File: config.mk
export PLATFORM = sky130hd
export DESIGN_NAME = ram_arbiter
export DESIGN_NICKNAME = d
export VERILOG_FILES = /design/src/rtl/sap1e_pkg.sv /design/src/rtl/rr_pick2.sv /design/src/rtl/ram_arbiter.sv
export SDC_FILE = /design/constraint.sdc
export NUM_CORES = 1
export LEC_CHECK = 0
export ABC_CLOCK_PERIOD_IN_PS = 1180
export BUFFER_PORTS_ARGS = -buffer_cell sky130_fd_sc_hd__buf_2
export CORE_MARGIN = 2
export CORE_UTILIZATION = 40
export DETAILED_ROUTE_END_ITERATION = 8
export PLACE_DENSITY = 0.85
export SLEW_MARGIN = 20
export SYNTH_ARGS = -nofsm -noshare
export SYNTH_HDL_FRONTEND = slang
export SYNTH_SLANG_ARGS = --single-unit
File: constraint.sdc
create_clock -name clock -period 1.18 [get_ports clock]
set_input_delay 0.059 -clock clock [delete_from_list [all_inputs] [get_ports clock]]
set_output_delay 0.059 -clock clock [all_outputs]
set_load 0.02 [all_outputs]
File: src/rtl/sap1e_pkg.sv
// rtl/sap1e_pkg.sv - shared state encoding and requester indices for the RAM arbiter
package sap1e_pkg;

  typedef enum logic [1:0] {
    ST_IDLE  = 2'd0,
    ST_SERVE = 2'd1,
    ST_ACK   = 2'd2
  } state_e;

  localparam logic REQ_LOADER = 1'b0;
  localparam logic REQ_CPU    = 1'b1;

endpackage

File: src/rtl/rr_pick2.sv
// rtl/rr_pick2.sv - combinational two-way round-robin picker with a maskable requester 1
module rr_pick2 (
  input  logic [1:0] req,
  input  logic       mask_r1,
  input  logic       last,
  output logic       grant_valid,
  output logic       grant_idx
);

  logic [1:0] w_elig;

  assign w_elig      = {req[1] & ~mask_r1, req[0]};
  assign grant_valid = |w_elig;
  // On a tie the requester not served last wins; otherwise the sole eligible one.
  assign grant_idx   = (&w_elig) ? ~last : w_elig[1];

endmodule

File: src/rtl/ram_arbiter.sv
// rtl/ram_arbiter.sv - serializes loader and CPU accesses to the single-port RAM in 3-cycle transactions
module ram_arbiter
  import sap1e_pkg::*;
#(
  parameter int DATA_WIDTH = 8,
  parameter int ADDR_WIDTH = 4
) (
  input  logic                  clock,
  input  logic                  reset,
  input  logic                  prog_mode,
  input  logic                  r0_req,
  input  logic                  r1_req,
  input  logic                  r0_we,
  input  logic                  r1_we,
  input  logic [ADDR_WIDTH-1:0] r0_addr,
  input  logic [ADDR_WIDTH-1:0] r1_addr,
  input  logic [DATA_WIDTH-1:0] r0_wdata,
  input  logic [DATA_WIDTH-1:0] r1_wdata,
  output logic                  r0_ack,
  output logic                  r1_ack,
  output logic [DATA_WIDTH-1:0] r0_rdata,
  output logic [DATA_WIDTH-1:0] r1_rdata,
  output logic [ADDR_WIDTH-1:0] ram_addr,
  output logic [DATA_WIDTH-1:0] ram_data_in,
  output logic                  ram_data_in_en,
  input  logic [DATA_WIDTH-1:0] ram_data_out
);

  state_e                r_state;
  state_e                w_next;
  logic                  r_owner;
  logic                  r_we;
  logic                  r_last;
  logic [ADDR_WIDTH-1:0] r_addr;
  logic [DATA_WIDTH-1:0] r_wdata;
  logic [DATA_WIDTH-1:0] r_r0_rdata;
  logic [DATA_WIDTH-1:0] r_r1_rdata;
  logic                  r_r0_ack;
  logic                  r_r1_ack;
  logic                  w_grant_valid;
  logic                  w_grant_idx;
  logic                  w_grant;
  logic                  w_capture;

  rr_pick2 u_pick (
    .req         ({r1_req, r0_req}),
    .mask_r1     (prog_mode),
    .last        (r_last),
    .grant_valid (w_grant_valid),
    .grant_idx   (w_grant_idx)
  );

  always_ff @(posedge clock) begin
    if (reset) r_state <= ST_IDLE;
    else       r_state <= w_next;
  end

  always_comb begin
    w_next         = r_state;
    w_grant        = 1'b0;
    w_capture      = 1'b0;
    ram_data_in_en = 1'b0;
    case (r_state)
      ST_IDLE: begin
        if (w_grant_valid) begin
          w_grant = 1'b1;
          w_next  = ST_SERVE;
        end
      end
      ST_SERVE: begin
        // Write enable is gated by reset so a reset landing in SERVE cannot corrupt RAM.
        ram_data_in_en = r_we & ~reset;
        w_capture      = ~r_we;
        w_next         = ST_ACK;
      end
      ST_ACK:  w_next = ST_IDLE;
      default: w_next = ST_IDLE;
    endcase
  end

  always_ff @(posedge clock) begin
    if (reset) begin
      r_owner    <= REQ_LOADER;
      r_we       <= 1'b0;
      r_last     <= REQ_CPU;
      r_addr     <= '0;
      r_wdata    <= '0;
      r_r0_rdata <= '0;
      r_r1_rdata <= '0;
      r_r0_ack   <= 1'b0;
      r_r1_ack   <= 1'b0;
    end else begin
      r_r0_ack <= 1'b0;
      r_r1_ack <= 1'b0;
      if (w_grant) begin
        r_owner <= w_grant_idx;
        r_last  <= w_grant_idx;
        r_we    <= w_grant_idx ? r1_we    : r0_we;
        r_addr  <= w_grant_idx ? r1_addr  : r0_addr;
        r_wdata <= w_grant_idx ? r1_wdata : r0_wdata;
      end
      if (r_state == ST_SERVE) begin
        r_r0_ack <= (r_owner == REQ_LOADER);
        r_r1_ack <= (r_owner == REQ_CPU);
      end
      if (w_capture) begin
        if (r_owner == REQ_LOADER) r_r0_rdata <= ram_data_out;
        else                       r_r1_rdata <= ram_data_out;
      end
    end
  end

  // The capture registers feed the RAM pins directly, so they hold outside SERVE.
  assign ram_addr    = r_addr;
  assign ram_data_in = r_wdata;
  assign r0_ack      = r_r0_ack;
  assign r1_ack      = r_r1_ack;
  assign r0_rdata    = r_r0_rdata;
  assign r1_rdata    = r_r1_rdata;

endmodule

==> run summary, run 1 <==
Post-Syn Instances -> 157
initial antenna violation count -> 0
Syn. warnings -> 0
CTS tree -> done
CP arrival -> 1.27 ns
Leak -> 1.04 nW
worst skew pair latency -> 0.34 ns
number of global-route vias before repair -> 1490
setup slack after layout -> -0.146 ns
crit path cell chain -> nand2b_4 > buf_6 > nor2_4 > and2_4 > buf_6
DRC errors left -> 0
crit path max fanout -> 3
xor-xnor portion of the synthesized cell area -> 0%
share of the synthesized area in the top cell type -> 50.6%
Post-Syn Area -> 1390 um2
ANT cells -> 0
wire per inst -> 13.2 um
DRT Pass-1 Iters -> 4
largest net degree at the start of global routing -> 18
total grt overflow -> 0
Critical Path Sink -> ram_data_in_en
total of max-cap violations -> 0
first-pass GRT wire length -> 6.57 mm
failing checks -> setup timing
RSZ-0062 raised after global routing -> true
RR Endpoint -> r0_rdata[6]$_SDFFE_PP0P_
worst rel slew slack -> 81.3%
clock buffer depth -> 2
Max Fclk -> 754 MHz
routed vias/inst -> 4.91
htree depth -> 2
biggest cell delay along the critical path -> 0.34 ns
register area share after synthesis -> 50.6%
total CTS buffers -> 5
CTS Root Cell -> clkbuf_4
placer congestion estimate -> 0.792
simple-gate share of the synthesized area -> 20.8%
crit path kind -> flip-flop to output port
adder-cell area share of the yosys netlist -> 0%
nature of the critical path endpoint -> output port
synthesis-stage register bit count -> 35
Compound-Gate Fraction of Synth Area -> 18.2%
I/O Buffers -> 69
P per Cell Area -> 1280 nW/um2
final clock skew -> 0.0119 ns
Fin. Hold Viols -> 0
R2R Path Start -> r_state[1]$_SDFFE_PP0P_
area of the die -> 3950 um2
largest family of logic cells by synthesized area -> simple AND/OR/NAND/NOR gates
outcome -> finished, violations left
HP Class -> input port to flip-flop
critical path startpoint -> r_state[1]$_SDFFE_PP0P_
CTS clk-pin slew, worst paths -> 0.11 ns
Rows -> 21
share of cells above drive strength 1 -> 43.5%
Routed WL -> 4.04 mm
area growth from synthesis to layout -> 60.3%
Final #Nets -> 298
Startpoint Class -> flip-flop
Area contributors post-synth -> dfxtp_1 (51%), nand2_1 (8.4%), a21oi_1 (7.6%), nor2_1 (6.5%), mux2i_1 (5.8%)
FF-to-FF path depth -> 7
Slew @ Worst Pin -> 0.280 ns
FF-to-FF setup slack -> -0.14 ns
pre-CTS setup slack -> -0.123 ns
final setup vio count -> 30
GRT Total Usage -> 21.3%
clock sink total -> 35
Detailed Place HPWL -> 2.48 mm
Peak supply drop -> 0.806 mV
Max Slew Vio Count -> 0
initial core utilization -> 41.5%
number of distinct library cells after synthesis -> 23
die height -> 62.8 um
fin crit period -> 1.33 ns
1st-iter DRT viols -> 34
crit path max-delay cell type -> dfxtp_2
vias after detailed routing -> 1503
chip width -> 62.8 um
cell accounting for the most synthesized area -> dfxtp_1
Mapped Nets -> 196
Final period util -> 112%
Worst EP required -> 1.12 ns
antenna viol nets, final -> 0
Ports -> 70
Avg Inst Size Synth -> 8.82 um2
multiplexer share of the synthesized area -> 5.78%
most used cell, CP -> buf_6
fin util -> 66.6%
CORE AREA -> 3340 um2
==> area by class of cell <==
type / count / area (um2)
timing repair buffer: 106 / 718
sequential: 35 / 703
multi-input combinational: 111 / 656
fill: 263 / 1120
tap: 46 / 57.6
clock buffer: 6 / 51.3
clock inverter: 2 / 35.0
==> cell usage in the layout (no fill, tap or decap), drive strengths merged, types with 2 or more instances in the layout <==
cell type and instances:
dfxtp 35, clkbuf 6, dlygate4sd3 21, mux2i 8, nand2 31, buf 85, nor2 25, nor3 2
a211oi 13, a21oi 21, and2 3
==> worst max-delay path: cells and delay by family, from the launching register on <==
family                 cells  cell delay [ns]
flip-flops                 1             0.34
buffers and inverters      2             0.22
AND/OR/NAND/NOR            3             0.37
==> layer usage <==
layer  GRT usage (%)  vias up  routed length [um]
met4            11.1        0                 139
met3            5.59       16                 283
li1                -      735                   -
met2            36.6       62                1970
met5               0        -                   0
met1            24.0      690                1640
==> worst min path at each step <==
stage | slack, ns | from | cells after the start | to
after floorplan | 0.20 | ram_data_out[0] | 2 | r0_rdata[0]$_SDFFE_PP0P_
after global placement | 0.31 | r0_addr[0] | 3 | ram_addr[0]$_SDFFE_PP0P_
after detailed placement | 0.31 | r0_wdata[3] | 3 | ram_data_in[3]$_SDFFE_PP0P_
after CTS | 0.03 | r1_wdata[2] | 3 | ram_data_in[2]$_SDFFE_PP0P_
after global routing | 0.04 | reset | 2 | r_state[0]$_SDFFE_PP0P_
final | 0.04 | reset | 2 | r_state[0]$_SDFFE_PP0P_
==> cell usage after synthesis <==
cell type	count
nor3_1	1
nor3_2	1
nand2_1	31
nand2b_4	1
nor2_2	1
mux2i_1	8
dfxtp_1	35
a21oi_1	21
o21a_1	1
nor2b_4	1
clkbuf_1	5
o21ai_2	1
and2_1	3
nor3b_1	1
buf_4	4
a211oi_2	3
nor2_1	24
buf_2	1
a221o_1	1
buf_6	1
a211oi_1	10
a22oi_1	1
or3_1	1
==> cell families (layout without fill, tap and decap cells) <==
group                  after synthesis  in the layout
flip-flops                          35             35
AND/OR/NAND/NOR                     65             65
AO/OA/AOI/OAI                       38             38
multiplexers                         8              8
buffers and inverters               11            114
==> power breakdown <==
group / leakage [nW] / total, W / internal [W] / switching [W]
clock network: 0.0482 / 0.000904 / 0.000501 / 0.000404
logic: 0.705 / 0.000643 / 0.000302 / 0.000341
registers: 0.287 / 0.00131 / 0.00126 / 0.0000446
==> state kept, by name, summed over array words and instances, names as in the netlist <==
name	count
r0_ack	1
r0_rdata	8
r1_ack	1
r1_rdata	8
r_last	1
r_owner	1
r_state	2
r_we	1
ram_addr	4
ram_data_in	8
==> metrics by stage <==
| stage | std cells | total power [W] | hold slack, ns | TNS, ns | area (um2) |
|---|---|---|---|---|---|
| 2_1_floorplan | 157 | 0.00165 | 0.195 | 0 | 1390 |
| 3_3_place_gp | 276 | 0.00187 | 0.307 | -1.12 | 1860 |
| 3_5_place_dp | 276 | 0.00188 | 0.311 | -1.74 | 1860 |
| 4_1_cts | 306 | 0.00284 | 0.0297 | -1.73 | 2200 |
| 5_1_grt | 306 | 0.00298 | 0.0364 | -4.02 | 2220 |
| 6_report | 306 | 0.00285 | 0.0403 | -1.70 | 2220 |
==> what timing repair did <==
| action | CTS | global route |
|---|---|---|
| hold buffers | 21 | 0 |
| gates resized for setup | 14 | 4 |
| setup buffers | 1 | 0 |
| setup endpoints to repair | 31 | 31 |
| pin swaps | 3 | 3 |
| endpoints found under the hold margin | 29 | 0 |
(Power assumes the default switching activity.)
==> inputs of run 2 (changes only) <==
- CAP_MARGIN: not set -> 10
- REMOVE_ABC_BUFFERS: not set -> 1
==> run summary, run 2 (same netlist as run 1, synthesis figures left out) <==
Max Slew Vio Count -> 0 (unchanged)
Max Fclk -> 752 MHz (-0.27%)
biggest cell delay along the critical path -> 0.34 ns (about the same)
Slew @ Worst Pin -> 0.457 ns (+0.177 ns)
CTS Root Cell -> clkbuf_4
Detailed Place HPWL -> 2.48 mm (+0.12%)
CTS tree -> done
hold path depth -> 2 (unchanged)
clock buffer depth -> 2 (unchanged)
number of global-route vias before repair -> 1440 (-3.4%)
total grt overflow -> 0 (unchanged)
CORE AREA -> 3340 um2 (unchanged)
worst skew pair latency -> 0.34 ns (about the same)
DRC errors left -> 0 (unchanged)
CP arrival -> 1.60 ns (+0.33 ns)
ANT cells -> 0 (unchanged)
outcome -> finished, violations left
final setup vio count -> 31 (+3.3%)
FF-to-FF path depth -> 6 (-1)
Ports -> 70 (unchanged)
Final period util -> 113% (+0.30 points)
setup slack after layout -> -0.150 ns (-0.00358 ns)
Leak -> 1.06 nW (+2.0%)
HP Class -> input port to flip-flop
placer congestion estimate -> 0.724 (-8.6%)
crit path max fanout -> 5 (+2)
die height -> 62.8 um (unchanged)
commonest non-fill, non-tap cell in the layout -> buf_2
Worst EP required -> 1.45 ns (+0.33 ns)
initial core utilization -> 41.5% (unchanged)
Final #Nets -> 300 (+0.67%)
setup TNS -> -2.20 ns (-0.501 ns)
P per Cell Area -> 1260 nW/um2 (-2.2%)
crit path kind -> flip-flop to flip-flop
clock sink total -> 35 (unchanged)
nature of the critical path endpoint -> flip-flop
Rows -> 21 (unchanged)
fillers -> 266 (+1.1%)
total of max-cap violations -> 0 (unchanged)
area of the die -> 3950 um2 (unchanged)
worst rel slew slack -> 69.5% (-12 points)
RSZ-0062 raised after global routing -> true
largest net degree at the start of global routing -> 18 (unchanged)
most frequent cells in the layout -> buf_2 (68), dfxtp_1 (33), nand2_1 (30)
CP bufs+invs -> 2 (unchanged)
CP top delay family -> compound AO/OA/AOI/OAI gates
chip width -> 62.8 um (unchanged)
final clock skew -> 0.00931 ns (-0.00261 ns)
initial antenna violation count -> 0 (unchanged)
Min Hold Slack -> 0.0214 ns (-0.0188 ns)
area growth from synthesis to layout -> 68.0%
htree depth -> 2 (unchanged)
routed vias/inst -> 4.81 (-2.0%)
GRT Total Usage -> 20.7% (-0.59 points)
total CTS buffers -> 5 (unchanged)
Startpoint Class -> flip-flop
Total Power -> 0.00292 W (+2.4%)
CTS clk-pin slew, worst paths -> 0.12 ns (about the same)
I/O Buffers -> 69 (unchanged)
Routed WL -> 4.15 mm (+2.8%)
Peak supply drop -> 0.643 mV (-20%)
Worst path depth -> 6 (+1)
vias after detailed routing -> 1482 (-1.4%)
Fin. Hold Viols -> 0 (unchanged)
DRT Pass-1 Iters -> 4 (unchanged)
crit path max-delay cell type -> dfxtp_2
1st-iter DRT viols -> 47 (+38%)
wire per inst -> 13.5 um (+2.1%)
first-pass GRT wire length -> 6.40 mm (-2.5%)
antenna viol nets, final -> 0 (unchanged)
fin crit period -> 1.33 ns (+0.00358 ns)
crit path cell chain -> buf_4 > nor2_4 > o21a_1 > buf_6 > nor2_2 > a211oi_2
share of cells above drive strength 1 -> 49.6% (+6.2 points)
failing checks -> setup timing
## run 2: worst paths after layout
path | slack, ns | endpoint | from
min | 0.02 | r_last$_SDFFE_PP1P_ | reset
min reg2reg | 0.46 | r0_rdata[2]$_SDFFE_PP0P_ | r0_rdata[2]$_SDFFE_PP0P_
max | -0.15 | ram_data_in[6]$_SDFFE_PP0P_ | r_state[1]$_SDFFE_PP0P_
max reg2reg | -0.15 | ram_data_in[6]$_SDFFE_PP0P_ | r_state[1]$_SDFFE_PP0P_
## run 2: cell type report
class | count | area [um2] | share of cell area (%)
well taps | 46 | 57.6 | 2.47
flip-flops and latches | 35 | 703 | 30.2
clock buffers | 5 | 37.5 | 1.61
multi-input cells | 112 | 752 | 32.3
clock inverters | 3 | 43.8 | 1.88
repair buffers | 107 | 733 | 31.5
## run 2: timing repair
| item | CTS | global route |
|---|---|---|
| hold buffers | 21 | 0 |
| gates resized for setup | 11 | 31 |
| setup endpoints to repair | 31 | 32 |
| buffers inserted | 1 | 3 |
| pin swaps | 1 | 16 |
| cloned | 0 | 1 |
| hold endpoints to repair | 29 | 0 |
## run 2: power breakdown
group          switching [W]  internal, W  leakage (nW)
combinational       0.000385     0.000342         0.728
sequential         0.0000572      0.00126         0.287
clock               0.000431     0.000446        0.0452
## run 2: stage by stage
stage | util, % | cells | area, um2 | setup WS, ns
2_1_floorplan | - | 146 | 1320 | -0.623
3_3_place_gp | 54.9 | 274 | 1830 | -0.0807
3_5_place_dp | 54.9 | 274 | 1830 | -0.145
4_1_cts | 64.9 | 304 | 2170 | -0.143
5_1_grt | 69.7 | 308 | 2330 | -0.222
6_report | 69.7 | 308 | 2330 | -0.150
## run 2: routing by layer
| layer | global-route usage [%] | vias up | wire (um) |
|---|---|---|---|
| li1 | - | 741 | - |
| met1 | 23.9 | 684 | 1770 |
| met2 | 35.2 | 49 | 2110 |
| met3 | 5.59 | 8 | 180 |
| met4 | 10.0 | 0 | 97 |
| met5 | 0 | - | 0 |
==> inputs of run 3 (changes only) <==
- ABC_AREA: not set -> 1
- CORE_UTILIZATION: 40 -> 41
==> run summary, run 3 <==
Peak supply drop -> 0.633 mV (-1.6%)
placed cell count -> 339 (+24%)
htree depth -> 2 (unchanged)
fin crit period -> 1.15 ns (-0.184 ns)
crit path max fanout -> 3 (-2)
RR Endpoint -> r0_ack$_SDFF_PP0_
nature of the critical path endpoint -> output port
worst rel slew slack -> 78.0% (+8.5 points)
CTS Root Cell -> clkbuf_8
CTS tree -> done
CTS clk-pin slew, worst paths -> 0.07 ns (-0.05 ns)
CORE AREA -> 3610 um2 (+8.1%)
FF-to-FF setup slack -> 0.06 ns (+0.21 ns)
CP arrival -> 1.09 ns (-0.51 ns)
synthesis-stage register bit count -> 35 (unchanged)
Fin. Hold Viols -> 0 (unchanged)
outcome -> completed
first-pass GRT wire length -> 6.12 mm (-4.4%)
DRT Pass-1 Iters -> 4 (unchanged)
clock sink total -> 35 (unchanged)
wire per inst -> 10.0 um (-26%)
Max Fclk -> 873 MHz (+16%)
chip width -> 64.8 um (+3.1%)
Final Non-Filler Cells -> 351 (+14%)
crit path kind -> flip-flop to output port
area of the die -> 4190 um2 (+6.2%)
initial core utilization -> 42.0% (+0.48 points)
Slew @ Worst Pin -> 0.329 ns (-0.129 ns)
cell with the most instances after synthesis -> nor2_1
share of the synthesized area in the top cell type -> 46.3% (-4.3 points)
total CTS buffers -> 5 (unchanged)
area growth from synthesis to layout -> 36.0%
setup slack after layout -> 0.0339 ns (+0.184 ns)
Synth top cells by count -> nor2_1 (63), nand2_1 (57), dfxtp_1 (35), inv_1 (19)
Rows -> 22 (+4.8%)
Avg Inst Size Synth -> 6.73 um2 (-24%)
total grt overflow -> 0 (unchanged)
Async S/R FF share, synth -> 0% (unchanged)
EDFF count, synth -> 0 (unchanged)
P per Cell Area -> 1340 nW/um2 (+6.5%)
share of cells above drive strength 1 -> 32.7% (-17 points)
Leak -> 1.11 nW (+4.8%)
Startpoint Class -> flip-flop
RSZ-0062 raised after global routing -> true
Ports -> 70 (unchanged)
GRT Total Usage -> 18.6% (-2.1 points)
Final period util -> 97.1% (-16 points)
Final #Nets -> 341 (+14%)
Post-Syn Instances -> 225 (+43%)
register area share after synthesis -> 46.3% (-4.3 points)
R2R Path Start -> r_state[0]$_SDFFE_PP0P_
initial antenna violation count -> 0 (unchanged)
vias after detailed routing -> 1578 (+6.5%)
most frequent cells in the layout -> buf_2 (68), nor2_1 (60), nand2_1 (56)
commonest non-fill, non-tap cell in the layout -> buf_2
final clock skew -> 0.00875 ns (-0.000556 ns)
Detailed Place HPWL -> 2.58 mm (+4.1%)
largest net degree at the start of global routing -> 19 (+1)
Routed WL -> 3.51 mm (-15%)
FF-to-FF path depth -> 7 (+1)
Worst EP required -> 1.12 ns (-0.33 ns)
cell accounting for the most synthesized area -> dfxtp_1
ANT cells -> 0 (unchanged)
number of distinct library cells after synthesis -> 17 (-26%)
hold_sp -> ram_data_out[4]
Post-Syn Area -> 1510 um2 (+9.3%)
total of max-cap violations -> 0 (unchanged)
hold path depth -> 3 (+1)
DRC errors left -> 0 (unchanged)
worst skew pair latency -> 0.28 ns (-0.06 ns)
final setup vio count -> 0 (-100%)
number of global-route vias before repair -> 1496 (+3.9%)
HP Class -> input port to flip-flop
pre-CTS setup slack -> 0.0234 ns (+0.168 ns)
die height -> 64.8 um (+3.1%)
Max Slew Vio Count -> 0 (unchanged)
Min-Delay Endpoint -> r1_rdata[4]$_SDFFE_PP0P_
ys flop type -> dfxtp_1
antenna viol nets, final -> 0 (unchanged)
1st-iter DRT viols -> 76 (+62%)
clock buffer depth -> 2 (unchanged)
Syn. warnings -> 0 (unchanged)
fillers -> 367 (+38%)
Area contributors post-synth -> dfxtp_1 (46%), nor2_1 (16%), nand2_1 (14%), nand3_1 (5.3%), o21ai_0 (5.3%)
I/O Buffers -> 69 (unchanged)
placer congestion estimate -> 0.735 (+1.6%)
routed vias/inst -> 4.50 (-6.6%)
-- run 3: changes by cell type after synthesis, moves of 3 or more --
cell / change
a211oi_1: -10
o21ai_0: +16
mux2i_1: -8
a21oi_1: -20
nand2_1: +26
and2_1: -3
nand3_1: +16
inv_2: +3
inv_1: +19
a211oi_2: -3
nor2_1: +39
-- run 3: repair_timing --
action / in CTS / in global routing
buffers inserted: 3 / 0
hold buffers: 1 / 0
setup endpoints to repair: 2 / 21
pin swaps: 2 / 3
resized for setup: 5 / 8
hold endpoints to repair: 2 / 0
-- run 3: power breakdown --
group | internal, W | switching, W
clock network | 0.000414 | 0.000405
registers | 0.00127 | 0.0000456
logic | 0.000244 | 0.000374
-- run 3: final cells by class --
cell class | instances | area [um2] | share of cell area [%]
multi-input combinational | 159 | 686 | 33.3
tap | 48 | 60.1 | 2.92
timing repair buffer | 79 | 445 | 21.6
sequential | 35 | 702 | 34.1
clock buffer | 7 | 76.3 | 3.71
inverter | 22 | 85.1 | 4.13
clock inverter | 1 | 5.00 | 0.243
-- run 3: logic make-up after synthesis --
kind of cell | after synthesis | synth area share [%]
buffers and inverters | 31 | 9.75
AO/OA/AOI/OAI | 17 | 5.62
AND/OR/NAND/NOR | 142 | 38.3
flip-flops | 35 | 46.3
-- run 3: layer usage --
layer,vias to the layer above,part of all wire [%],global-route usage (%),routed length (um)
li1,839,-,-,-
met1,670,42,20.9,1460
met2,65,47,32.5,1660
met3,4,10,5.38,353
met4,0,1.1,7.98,38
met5,-,0,0,0
-- run 3: worst max path at each step --
stage	from	end	slack (ns)	depth (start not counted)
floorplan	r_last$_SDFFE_PP1P_	r_we$_SDFFE_PP0P_	0.02	6
global placement	r_state[0]$_SDFFE_PP0P_	r1_rdata[6]$_SDFFE_PP0P_	0.04	5
detailed placement	r_state[0]$_SDFFE_PP0P_	r1_rdata[6]$_SDFFE_PP0P_	0.02	5
CTS	r_state[0]$_SDFFE_PP0P_	ram_data_in_en	-0.004	5
global route	r_we$_SDFFE_PP0P_	r1_rdata[1]$_SDFFE_PP0P_	-0.03	5
finish	r_state[0]$_SDFFE_PP0P_	ram_data_in_en	0.03	5
-- run 3: per-stage QoR --
step	area (um2)	hold WS, ns	total power, W	util [%]	setup TNS (ns)
6_report	2060	0.0413	0.00276	57.1	0
5_1_grt	2060	0.0713	0.00293	57.1	-0.160
4_1_cts	2040	0.0406	0.00277	56.5	-0.00403
3_5_place_dp	1910	0.260	0.00194	53.0	0
3_3_place_gp	1910	0.260	0.00193	53.0	0
2_1_floorplan	1450	0.128	0.00170	-	0
-- run 3: worst max-delay path, cell delays in order, from the launching register on --
cell     delay (ns)
dfxtp_2        0.35
inv_2          0.05
nor2_4         0.11
nand2_2        0.09
nor2_4         0.09
buf_6          0.12
